<file path="src/rtl/opcode_encoder.sv">
// 6502 instruction encoder: turns a (cmd, address mode, operand) request into
// the opcode/operand byte stream over a valid/ready byte interface.
module opcode_encoder #(
  parameter int BRK_PAD = 1
) (
  input  logic        clk,
  input  logic        rst,
  input  logic        in_valid,
  output logic        in_ready,
  input  logic [5:0]  cmd,
  input  logic [3:0]  address,
  input  logic [15:0] operand,
  output logic        out_valid,
  input  logic        out_ready,
  output logic [7:0]  out_byte,
  output logic        out_first,
  output logic        out_last,
  output logic        err,
  output logic        busy
);

  localparam logic [3:0] M_IMPL = 4'd0,  M_A    = 4'd1,  M_IMM  = 4'd2,  M_ZPG  = 4'd3;
  localparam logic [3:0] M_ZPGX = 4'd4,  M_ZPGY = 4'd5,  M_ABS  = 4'd6,  M_ABSX = 4'd7;
  localparam logic [3:0] M_ABSY = 4'd8,  M_IND  = 4'd9,  M_XIND = 4'd10, M_INDY = 4'd11;
  localparam logic [3:0] M_REL  = 4'd12;
  localparam logic [5:0] C_BRK  = 6'h38;

  typedef enum logic [1:0] {IDLE = 2'd0, OPC = 2'd1, LO = 2'd2, HI = 2'd3} state_t;

  // cmd[5:3] picks the opcode-map group; cmd[2:0] is the aaa field (or row index).
  // Returns {legal, opcode}.
  function automatic logic [8:0] encode(input logic [5:0] c, input logic [3:0] m);
    logic [2:0] a;
    logic [2:0] aa;
    logic [2:0] b;
    logic       ok;
    logic [7:0] op;
    a  = c[2:0];
    aa = c[2:0];
    b  = 3'd0;
    ok = 1'b0;
    op = 8'h00;
    case (c[5:3])
      3'd0: begin
        ok = 1'b1;
        case (m)
          M_XIND:  b = 3'd0;
          M_ZPG:   b = 3'd1;
          M_IMM:   begin b = 3'd2; ok = (a != 3'd4); end
          M_ABS:   b = 3'd3;
          M_INDY:  b = 3'd4;
          M_ZPGX:  b = 3'd5;
          M_ABSY:  b = 3'd6;
          M_ABSX:  b = 3'd7;
          default: ok = 1'b0;
        endcase
        op = {a, b, 2'b01};
      end
      3'd1: begin
        ok = 1'b1;
        case (m)
          M_IMM:   begin b = 3'd0; ok = (a == 3'd5); end
          M_ZPG:   b = 3'd1;
          M_A:     begin b = 3'd2; ok = (a < 3'd4); end
          M_ABS:   b = 3'd3;
          M_ZPGX:  begin b = 3'd5; ok = (a < 3'd4) || (a > 3'd5); end
          M_ZPGY:  begin b = 3'd5; ok = (a == 3'd4) || (a == 3'd5); end
          M_ABSX:  begin b = 3'd7; ok = (a < 3'd4) || (a > 3'd5); end
          M_ABSY:  begin b = 3'd7; ok = (a == 3'd5); end
          default: ok = 1'b0;
        endcase
        op = {a, b, 2'b10};
      end
      3'd2: begin
        case (m)
          M_IMM:   begin b = 3'd0; ok = (a >= 3'd5); end
          M_ZPG:   begin b = 3'd1; ok = (a == 3'd1) || (a >= 3'd4); end
          M_ABS:   begin b = 3'd3; ok = (a == 3'd1) || (a == 3'd2) || (a >= 3'd4); end
          M_IND:   begin b = 3'd3; ok = (a == 3'd2); aa = 3'd3; end
          M_ZPGX:  begin b = 3'd5; ok = (a == 3'd4) || (a == 3'd5); end
          M_ABSX:  begin b = 3'd7; ok = (a == 3'd5); end
          default: ok = 1'b0;
        endcase
        op = {aa, b, 2'b00};
      end
      3'd3: begin ok = (m == M_REL);  op = {a, 5'b10000}; end
      3'd4: begin ok = (m == M_IMPL); op = {a, 5'b01000}; end
      3'd5: begin ok = (m == M_IMPL); op = {a, 5'b11000}; end
      3'd6: begin
        ok = (m == M_IMPL) && (a <= 3'd5);
        op = (a == 3'd5) ? 8'hEA : {1'b1, a, 4'b1010};
      end
      3'd7: begin
        case (a)
          3'd0:    begin ok = (m == M_IMPL); op = 8'h00; end
          3'd1:    begin ok = (m == M_ABS);  op = 8'h20; end
          3'd2:    begin ok = (m == M_IMPL); op = 8'h40; end
          3'd3:    begin ok = (m == M_IMPL); op = 8'h60; end
          default: begin ok = (m == M_IMPL) || (m == M_A); op = {1'b0, a[1:0], 5'b01010}; end
        endcase
      end
      default: ok = 1'b0;
    endcase
    return {ok, op};
  endfunction

  function automatic logic [1:0] byte_len(input logic [5:0] c, input logic [3:0] m);
    logic [1:0] n;
    if (c == C_BRK) begin
      n = (BRK_PAD != 0) ? 2'd2 : 2'd1;
    end else begin
      case (m)
        M_IMPL, M_A:                    n = 2'd1;
        M_ABS, M_ABSX, M_ABSY, M_IND:   n = 2'd3;
        default:                        n = 2'd2;
      endcase
    end
    return n;
  endfunction

  state_t      state, next_state;
  logic [7:0]  op_r, lo_r, hi_r;
  logic [1:0]  len_r;
  logic        err_r;
  logic [8:0]  enc;
  logic        accept;

  assign enc      = encode(cmd, address);
  assign accept   = in_valid & in_ready;
  assign in_ready = (state == IDLE) & ~rst;
  assign busy     = (state != IDLE);
  assign err      = err_r;

  // State, latched instruction and error pulse.
  always_ff @(posedge clk) begin
    if (rst) begin
      state <= IDLE;
      op_r  <= 8'h00;
      lo_r  <= 8'h00;
      hi_r  <= 8'h00;
      len_r <= 2'd0;
      err_r <= 1'b0;
    end else begin
      state <= next_state;
      err_r <= accept & ~enc[8];
      if (accept && enc[8]) begin
        op_r  <= enc[7:0];
        lo_r  <= operand[7:0];
        hi_r  <= operand[15:8];
        len_r <= byte_len(cmd, address);
      end
    end
  end

  // Next-state and byte-interface outputs; fields only change on a transfer.
  always_comb begin
    next_state = state;
    out_valid  = 1'b0;
    out_byte   = 8'h00;
    out_first  = 1'b0;
    out_last   = 1'b0;
    case (state)
      IDLE: begin
        if (accept && enc[8]) next_state = OPC;
        else                  next_state = IDLE;
      end
      OPC: begin
        out_valid = 1'b1;
        out_byte  = op_r;
        out_first = 1'b1;
        out_last  = (len_r == 2'd1);
        if (out_ready) next_state = (len_r == 2'd1) ? IDLE : LO;
        else           next_state = OPC;
      end
      LO: begin
        out_valid = 1'b1;
        out_byte  = lo_r;
        out_last  = (len_r == 2'd2);
        if (out_ready) next_state = (len_r == 2'd2) ? IDLE : HI;
        else           next_state = LO;
      end
      HI: begin
        out_valid = 1'b1;
        out_byte  = hi_r;
        out_last  = 1'b1;
        if (out_ready) next_state = IDLE;
        else           next_state = HI;
      end
      default: next_state = IDLE;
    endcase
  end

endmodule

</file>
<file path="config.mk">
export PLATFORM = sky130hd
export DESIGN_NAME = opcode_encoder
export DESIGN_NICKNAME = d
export VERILOG_FILES = /design/src/rtl/opcode_encoder.sv
export SDC_FILE = /design/constraint.sdc
export NUM_CORES = 1
export LEC_CHECK = 0
export CAP_MARGIN = 20
export CORE_UTILIZATION = 35
export CTS_CLUSTER_SIZE = 14
export DETAILED_ROUTE_END_ITERATION = 8
export SLEW_MARGIN = 20
export SYNTH_ARGS = -nofsm -noshare
export SYNTH_HDL_FRONTEND = slang
export SYNTH_SLANG_ARGS = --single-unit
</file>
<file path="constraint.sdc">
create_clock -name clk -period 6.9 [get_ports clk]
set_input_delay 1.38 -clock clk [delete_from_list [all_inputs] [get_ports clk]]
set_output_delay 1.38 -clock clk [all_outputs]
set_load 0.02 [all_outputs]
</file>
==> results of run 1 <==
## Yosys cell counts, types with 2 or more instances
library cell	number
sky130_fd_sc_hd__o22ai_1	3
sky130_fd_sc_hd__or3b_2	2
sky130_fd_sc_hd__o221ai_1	3
sky130_fd_sc_hd__a31oi_1	5
sky130_fd_sc_hd__dfxtp_1	29
sky130_fd_sc_hd__nor2b_1	7
sky130_fd_sc_hd__a311o_1	2
sky130_fd_sc_hd__nor2_1	25
sky130_fd_sc_hd__inv_1	6
sky130_fd_sc_hd__nand3_1	5
sky130_fd_sc_hd__buf_2	6
sky130_fd_sc_hd__buf_6	4
sky130_fd_sc_hd__mux2i_1	32
sky130_fd_sc_hd__nand2_1	64
sky130_fd_sc_hd__nand2b_1	8
sky130_fd_sc_hd__clkinv_1	2
sky130_fd_sc_hd__o21a_1	3
sky130_fd_sc_hd__a31o_2	2
sky130_fd_sc_hd__a21oi_1	12
sky130_fd_sc_hd__a211o_1	2
sky130_fd_sc_hd__nor3_1	2
sky130_fd_sc_hd__clkbuf_1	11
sky130_fd_sc_hd__o21ai_0	18
## state kept, by name, summed over array words and instances (netlist names)
register  cells
op_r          8
err           1
len_r         2
hi_r          8
lo_r          8
state         2
## routing by layer
layer | track usage, % | vias to the layer above | wire [um]
met2 | 28.2 | 50 | 2440
met4 | 4.29 | 0 | 36
met1 | 24.3 | 943 | 2560
li1 | - | 1046 | -
met5 | 0 | - | 0
met3 | 3.66 | 7 | 275
## metrics by stage
step | utilization (%) | area, um2 | std cells | setup slack, ps | total power (uW)
2_1_floorplan | - | 2120 | 285 | 3650 | 246
3_3_place_gp | 44.0 | 2500 | 377 | 2740 | 278
3_5_place_dp | 44.0 | 2500 | 377 | 2670 | 279
4_1_cts | 45.5 | 2580 | 384 | 2760 | 417
5_1_grt | 45.5 | 2580 | 384 | 2710 | 436
6_report | 45.5 | 2580 | 384 | 2760 | 412
## final cells by class
type	count	area share (%)
Multi-Input combinational cell	224	52.6
Sequential cell	29	22.5
Timing Repair Buffer	44	17.0
Tap cell	72	3.49
Clock buffer	7	3.34
Inverter	8	1.16
## kinds of logic after synthesis
family / Yosys count / synth area share, %
AO/OA/AOI/OAI: 64 / 20.3
XOR/XNOR: 1 / 0.414
buffers and inverters: 32 / 8.40
flip-flops: 29 / 27.4
multiplexers: 33 / 15.8
AND/OR/NAND/NOR: 126 / 27.6
## worst max-delay path: stages
cell	delay [ps]
sky130_fd_sc_hd__clkdlybuf4s50_1	600
sky130_fd_sc_hd__nor2_1	170
sky130_fd_sc_hd__clkdlybuf4s50_1	610
## how the worst max path moves through the flow
stage / to / slack (ps) / cells after the start
floorplan: in_ready / 3650 / 2
global placement: op_r[4] / 2740 / 5
detailed placement: op_r[4] / 2670 / 5
CTS: in_ready / 2760 / 3
global route: in_ready / 2710 / 3
finish: in_ready / 2760 / 3
## power by group
group,internal (uW),total [uW],switching (uW),leakage (uW)
Clock,78.9,137,58.4,0.0000443
Sequential,174,179,5.42,0.000235
Combinational,44.5,95.6,51.1,0.000643
==> summary.md, run 1 <==
| Metric | Value |
|---|---|
| Most used DFF post-synth | sky130_fd_sc_hd__dfxtp_1 |
| Total CTS buffers | 5 |
| Hold Fails Final Rpt | 0 |
| Initial standard-cell utilization of the core | 37.3% |
| Slew at the pin closest to its max-slew limit | 741 ps |
| Initial DRC Count | 158 |
| Detailed-placement wirelength estimate | 3750 um |
| Cts repair resizes | 0 |
| Total nets after synthesis | 315 |
| Cell type contributing the most total cell area after synthesis | sky130_fd_sc_hd__dfxtp_1 |
| Pin count of the biggest net entering global routing | 44 |
| Final clock period utilization by the worst path | 60.0% |
| Static power due to leakage | 0.000923 uW |
| Cell depth of the worst flop-to-flop path | 4 |
| Sink of the worst hold path | lo_r[7] |
| CTS Sinks | 29 |
| Quantity of I/O buffers inserted on ports | 43 |
| Final max-slew violation count | 0 |
| Clock root buffer master | sky130_fd_sc_hd__clkbuf_8 |
| Number of setup violations in the final report | 0 |
| Residual DRC | 0 |
| Synthesized cell area | 2120 um2 |
| Post-CTS Setup Bufs | 0 |
| CTS tree | done |
| Count of nets left with antenna violations after detail routing | 0 |
| Number of core rows | 27 |
| Worst setup path category | input pin to output pin |
| Maximum buffer depth of the clock tree | 2 |
| Most used cells in the layout excluding fill and tap cells | 64 x sky130_fd_sc_hd__nand2_1, 43 x sky130_fd_sc_hd__clkdlybuf4s50_1, 32 x sky130_fd_sc_hd__mux2i_1 |
| Clock latency of the later-clocked register in the worst-skew pair | 270 ps |
| Ys async rst share | 0% |
| Die Y | 79.8 um |
| GRT Total Usage | 17.7% |
| Synth-to-layout area growth | 22.1% |
| Area used by sequential logic in the layout | 581 um2 |
| Slew Limit Headroom | 50.5% |
| Most common cell after layout, fill and taps aside | sky130_fd_sc_hd__nand2_1 |
| Overflow left after global routing | 0 |
| Crit path from | rst |
| Initial antenna violation count | 0 |
| Die span in x | 79.8 um |
| Antenna diode instance count | 0 |
| Net count reported at finish | 342 |
| Worst Setup End Kind | output pin |
| Crit Path Max Fanout | 9 |
| Max Clk Rate | 242 MHz |
| DR vias/cell | 5.33 |
| Hold-fix buffers, CTS | 0 |
| Sequential share of the synthesized area | 27.4% |
| Reg2Reg Launch Point | state[0] |
| Hold crit path type | register to register |
| Final weighted congestion in routability-driven placement | 0.828 |
| Wirelength per Cell | 13.8 um |
| Largest cells by area after synthesis | sky130_fd_sc_hd__dfxtp_1 27%, sky130_fd_sc_hd__mux2i_1 15%, sky130_fd_sc_hd__nand2_1 11% |
| Number of fill cells in the layout | 580 |
| Minimum clock period | 4140 ps |
| Max rail drop VDD | 0.111 mV |
| Count of flip-flops with a built-in enable after synthesis | 0 |
| Layout cells sized above 1 | 5.77% |
| Multi-input gate area in the final layout | 1360 um2 |
| Number of distinct library cell variants in the gate-level netlist after synthesis | 55 |
| CTS clock-pin slew for the worst setup and hold paths | 60 ps |
| Final TNS setup | 0 ps |
| Type of origin of the critical path | input pin |
| Min-Delay Startpoint | lo_r[7] |
| Number of cells on the worst hold path | 2 |
| Arrival time of data at the critical path endpoint | 2760 ps |
| CORE AREA | 5680 um2 |
| Status | finished, final reports clean |
| Number of search-and-repair iterations in the first detailed-routing pass | 4 |
| Share of Yosys cell area claimed by the top area cell type | 27.4% |
| Synth Instances | 285 |
| Hold Slack | 458 ps |
| Worst-case clock skew | 2.63 ps |
| Number of ports placed on the die boundary | 44 |
| Overall die area | 6360 um2 |
| Number of warnings printed during yosys synthesis | 0 |
| Max-cap violations | 0 |
| First-pass GRT wire length | 8920 um |
| Drt total wl | 5310 um |
| Reg-to-reg setup timing slack | 5020 ps |
| Critical path data required time | 5520 ps |
| H-tree depth | 2 |
| Vias in the first global route | 1846 |
| Avg Synthesized Cell Area | 7.42 um2 |
| Power per standard cell area | 160 nW/um2 |
| Flops & latches, synth | 29 |
| Vias | 2046 |
| Reg-to-reg critical path endpoint | op_r[4] |
| RSZ-0062 raised after global routing | no |
(Power assumes the default switching activity.)
==> run 2: changes to the inputs <==
==> constraint.sdc (replaced) <==
create_clock -name clk -period 4.3 [get_ports clk]
set_input_delay 0.86 -clock clk [delete_from_list [all_inputs] [get_ports clk]]
set_output_delay 0.86 -clock clk [all_outputs]
set_load 0.02 [all_outputs]
==> run 2 against run 1 <==
  * Cell count is 0.78% higher
  * Count of clock-buffer cells in the layout stayed put
  * Clock power is 61% higher
  * First-iteration DRC count is 5.1% higher
  * Sequential power is 59% higher
  * Critical path type is now input pin to register
  * Largest cell class unchanged
  * Highest routed layer unchanged
==> summary.md, run 2 (synthesized netlist as in run 1, its figures left out) <==
| Metric | Value |
|---|---|
| Status | finished, final reports clean (unchanged) |
| Maximum buffer depth of the clock tree | 2 (unchanged) |
| Type of origin of the critical path | input pin (unchanged) |
| Cts repair resizes | 0 (unchanged) |
| Quantity of I/O buffers inserted on ports | 43 (unchanged) |
| CP cell instances | clkdlybuf4s50_1, a21o_1, a211o_1, o21a_1, a311o_1, a31oi_2, buf_4, mux2i_1 (was clkdlybuf4s50_1, nor2_1, clkdlybuf4s50_1) |
| Net count reported at finish | 345 (was 342) |
| Hold Fails Final Rpt | 0 (unchanged) |
| Final clock period utilization by the worst path | 77.1% |
| Die span in x | 79.8 um (unchanged) |
| Number of core rows | 27 (unchanged) |
| Arrival time of data at the critical path endpoint | 3520 ps (was 2760 ps) |
| Number of fill cells in the layout | 585 (was 580) |
| Final weighted congestion in routability-driven placement | 0.870 (was 0.828) |
| GRT Total Usage | 17.6% (was 17.7%) |
| Tot Pwr | 666 uW (was 412 uW) |
| Pin count of the biggest net entering global routing | 44 (unchanged) |
| Number of setup violations in the final report | 0 (unchanged) |
| Crit path from | address[0] (was rst) |
| Largest stage delay on the critical path | 770 ps (was 610 ps) |
| Max-cap violations | 0 (unchanged) |
| Count of nets left with antenna violations after detail routing | 0 (unchanged) |
| Clock latency of the later-clocked register in the worst-skew pair | 270 ps (about the same) |
| Minimum clock period | 3320 ps |
| Final max-slew violation count | 0 (unchanged) |
| First-pass GRT wire length | 8870 um (was 8920 um) |
| Wirelength per Cell | 13.6 um (was 13.8 um) |
| Worst Setup End Kind | register (was output pin) |
| Static power due to leakage | 0.000935 uW (was 0.000923 uW) |
| Antenna diode instance count | 0 (unchanged) |
| Overall die area | 6360 um2 (unchanged) |
| Critical path data required time | 4500 ps (was 5520 ps) |
| Reg2Reg Launch Point | state[0] (unchanged) |
| H-tree depth | 2 (unchanged) |
| Residual DRC | 0 (unchanged) |
| Crit Path Max Fanout | 19 (was 9) |
| Hold crit path type | register to register (unchanged) |
| Synth-to-layout area growth | 23.1% (was 22.1%) |
| Hold-fix buffers, CTS | 0 (unchanged) |
| Initial standard-cell utilization of the core | 37.3% (unchanged) |
| Number of cells on the worst hold path | 2 (unchanged) |
| Max rail drop VDD | 0.147 mV (was 0.111 mV) |
| Vias in the first global route | 1868 (was 1846) |
| Overflow left after global routing | 0 (unchanged) |
| Reg-to-reg critical path endpoint | op_r[4] (unchanged) |
| Cell depth of the worst flop-to-flop path | 5 (was 4) |
| CTS tree | done (unchanged) |
| Reg-to-reg setup timing slack | 2630 ps (was 5020 ps) |
| Initial DRC Count | 166 (was 158) |
| Sink of the worst hold path | lo_r[3] (was lo_r[7]) |
| CTS Sinks | 29 (unchanged) |
| Number of ports placed on the die boundary | 44 (unchanged) |
| Number of search-and-repair iterations in the first detailed-routing pass | 4 (unchanged) |
| DR vias/cell | 5.35 (was 5.33) |
| Most common cell after layout, fill and taps aside | sky130_fd_sc_hd__nand2_1 (unchanged) |
| CORE AREA | 5680 um2 (unchanged) |
| Final TNS setup | 0 ps (unchanged) |
| Die Y | 79.8 um (unchanged) |
| Regs by FF count | hi_r: 8 flops, lo_r: 8 flops, op_r: 8 flops (unchanged) |
| RSZ-0062 raised after global routing | no (unchanged) |
| Slew Limit Headroom | 53.7% (was 50.5%) |
| Vias | 2072 (was 2046) |
| Drt total wl | 5270 um (was 5310 um) |
| CP top delay family | compound AO/OA/AOI/OAI gates (was buffers and inverters) |
| Initial antenna violation count | 0 (unchanged) |
| CTS clock-pin slew for the worst setup and hold paths | 60 ps (about the same) |
| Total CTS buffers | 5 (unchanged) |
| Worst-case clock skew | 2.23 ps (was 2.63 ps) |
| Detailed-placement wirelength estimate | 3710 um (was 3750 um) |
| Max Clk Rate | 302 MHz |
| Worst setup path category | input pin to register (was input pin to output pin) |
| CP max-delay cell | sky130_fd_sc_hd__clkdlybuf4s50_1 (unchanged) |
| Power per standard cell area | 255 nW/um2 (was 160 nW/um2) |
| Post-CTS Setup Bufs | 0 (unchanged) |
| Clock root buffer master | sky130_fd_sc_hd__clkbuf_8 (unchanged) |
| Most used cells in the layout excluding fill and tap cells | 64 x sky130_fd_sc_hd__nand2_1, 43 x sky130_fd_sc_hd__clkdlybuf4s50_1, 32 x sky130_fd_sc_hd__mux2i_1 (unchanged) |
| Layout cells sized above 1 | 6.35% (was 5.77%) |
| Min-Delay Startpoint | lo_r[3] (was lo_r[7]) |
| Slew at the pin closest to its max-slew limit | 693 ps (was 741 ps) |
| Number of buffer and inverter stages on the critical path | 2 (unchanged) |
## run 2: changes by cell type in the layout (fill, tap and decap cells not counted), sizes merged
| cell | change |
|---|---|
| inv | -1 |
| buf | +3 |
| clkinv | +1 |
## run 2: worst max-delay path by stage
stage / end / slack (ps) / cells after the start
CTS: hi_r[2] / 1020 / 8
global placement: op_r[4] / 740 / 7
floorplan: op_r[4] / 1630 / 8
global route: hi_r[5] / 830 / 8
finish: hi_r[2] / 980 / 8
detailed placement: hi_r[2] / 740 / 8
## run 2: per-layer routing
| metal | GRT usage (%) | part of all wire (%) |
|---|---|---|
| met1 | 24.0 | 48 |
| met5 | 0 | 0 |
| met2 | 27.5 | 46 |
| met3 | 3.31 | 4.8 |
| met4 | 6.07 | 1.2 |
## run 2: tightest hold or removal path: stages, from the launching register on
cell                      delay [ps]
sky130_fd_sc_hd__dfxtp_1         310
sky130_fd_sc_hd__nand2_1          50
sky130_fd_sc_hd__mux2i_1          50
## run 2: cell type report
cell class	instances	area (um2)	area share [%]
repair buffers	47	460	17.7
clock buffers	7	86.3	3.31
inverters	8	30.0	1.15
flip-flops and latches	29	581	22.3
multi-input cells	224	1360	52.1
well taps	72	90.1	3.46
## run 2: through the flow
stage,hold slack [ps],utilization (%),instances,area (um2),setup slack [ps]
floorplan,434,-,285,2120,1630
global placement,442,44.4,380,2520,740
detailed placement,448,44.4,380,2520,739
CTS,458,45.9,387,2610,1020
global route,472,45.9,387,2610,828
finish,456,45.9,387,2610,984
## run 2: where the power goes
part	internal, uW	switching, uW
clock	127	94.7
combinational	73.2	86.7
sequential	279	5.37
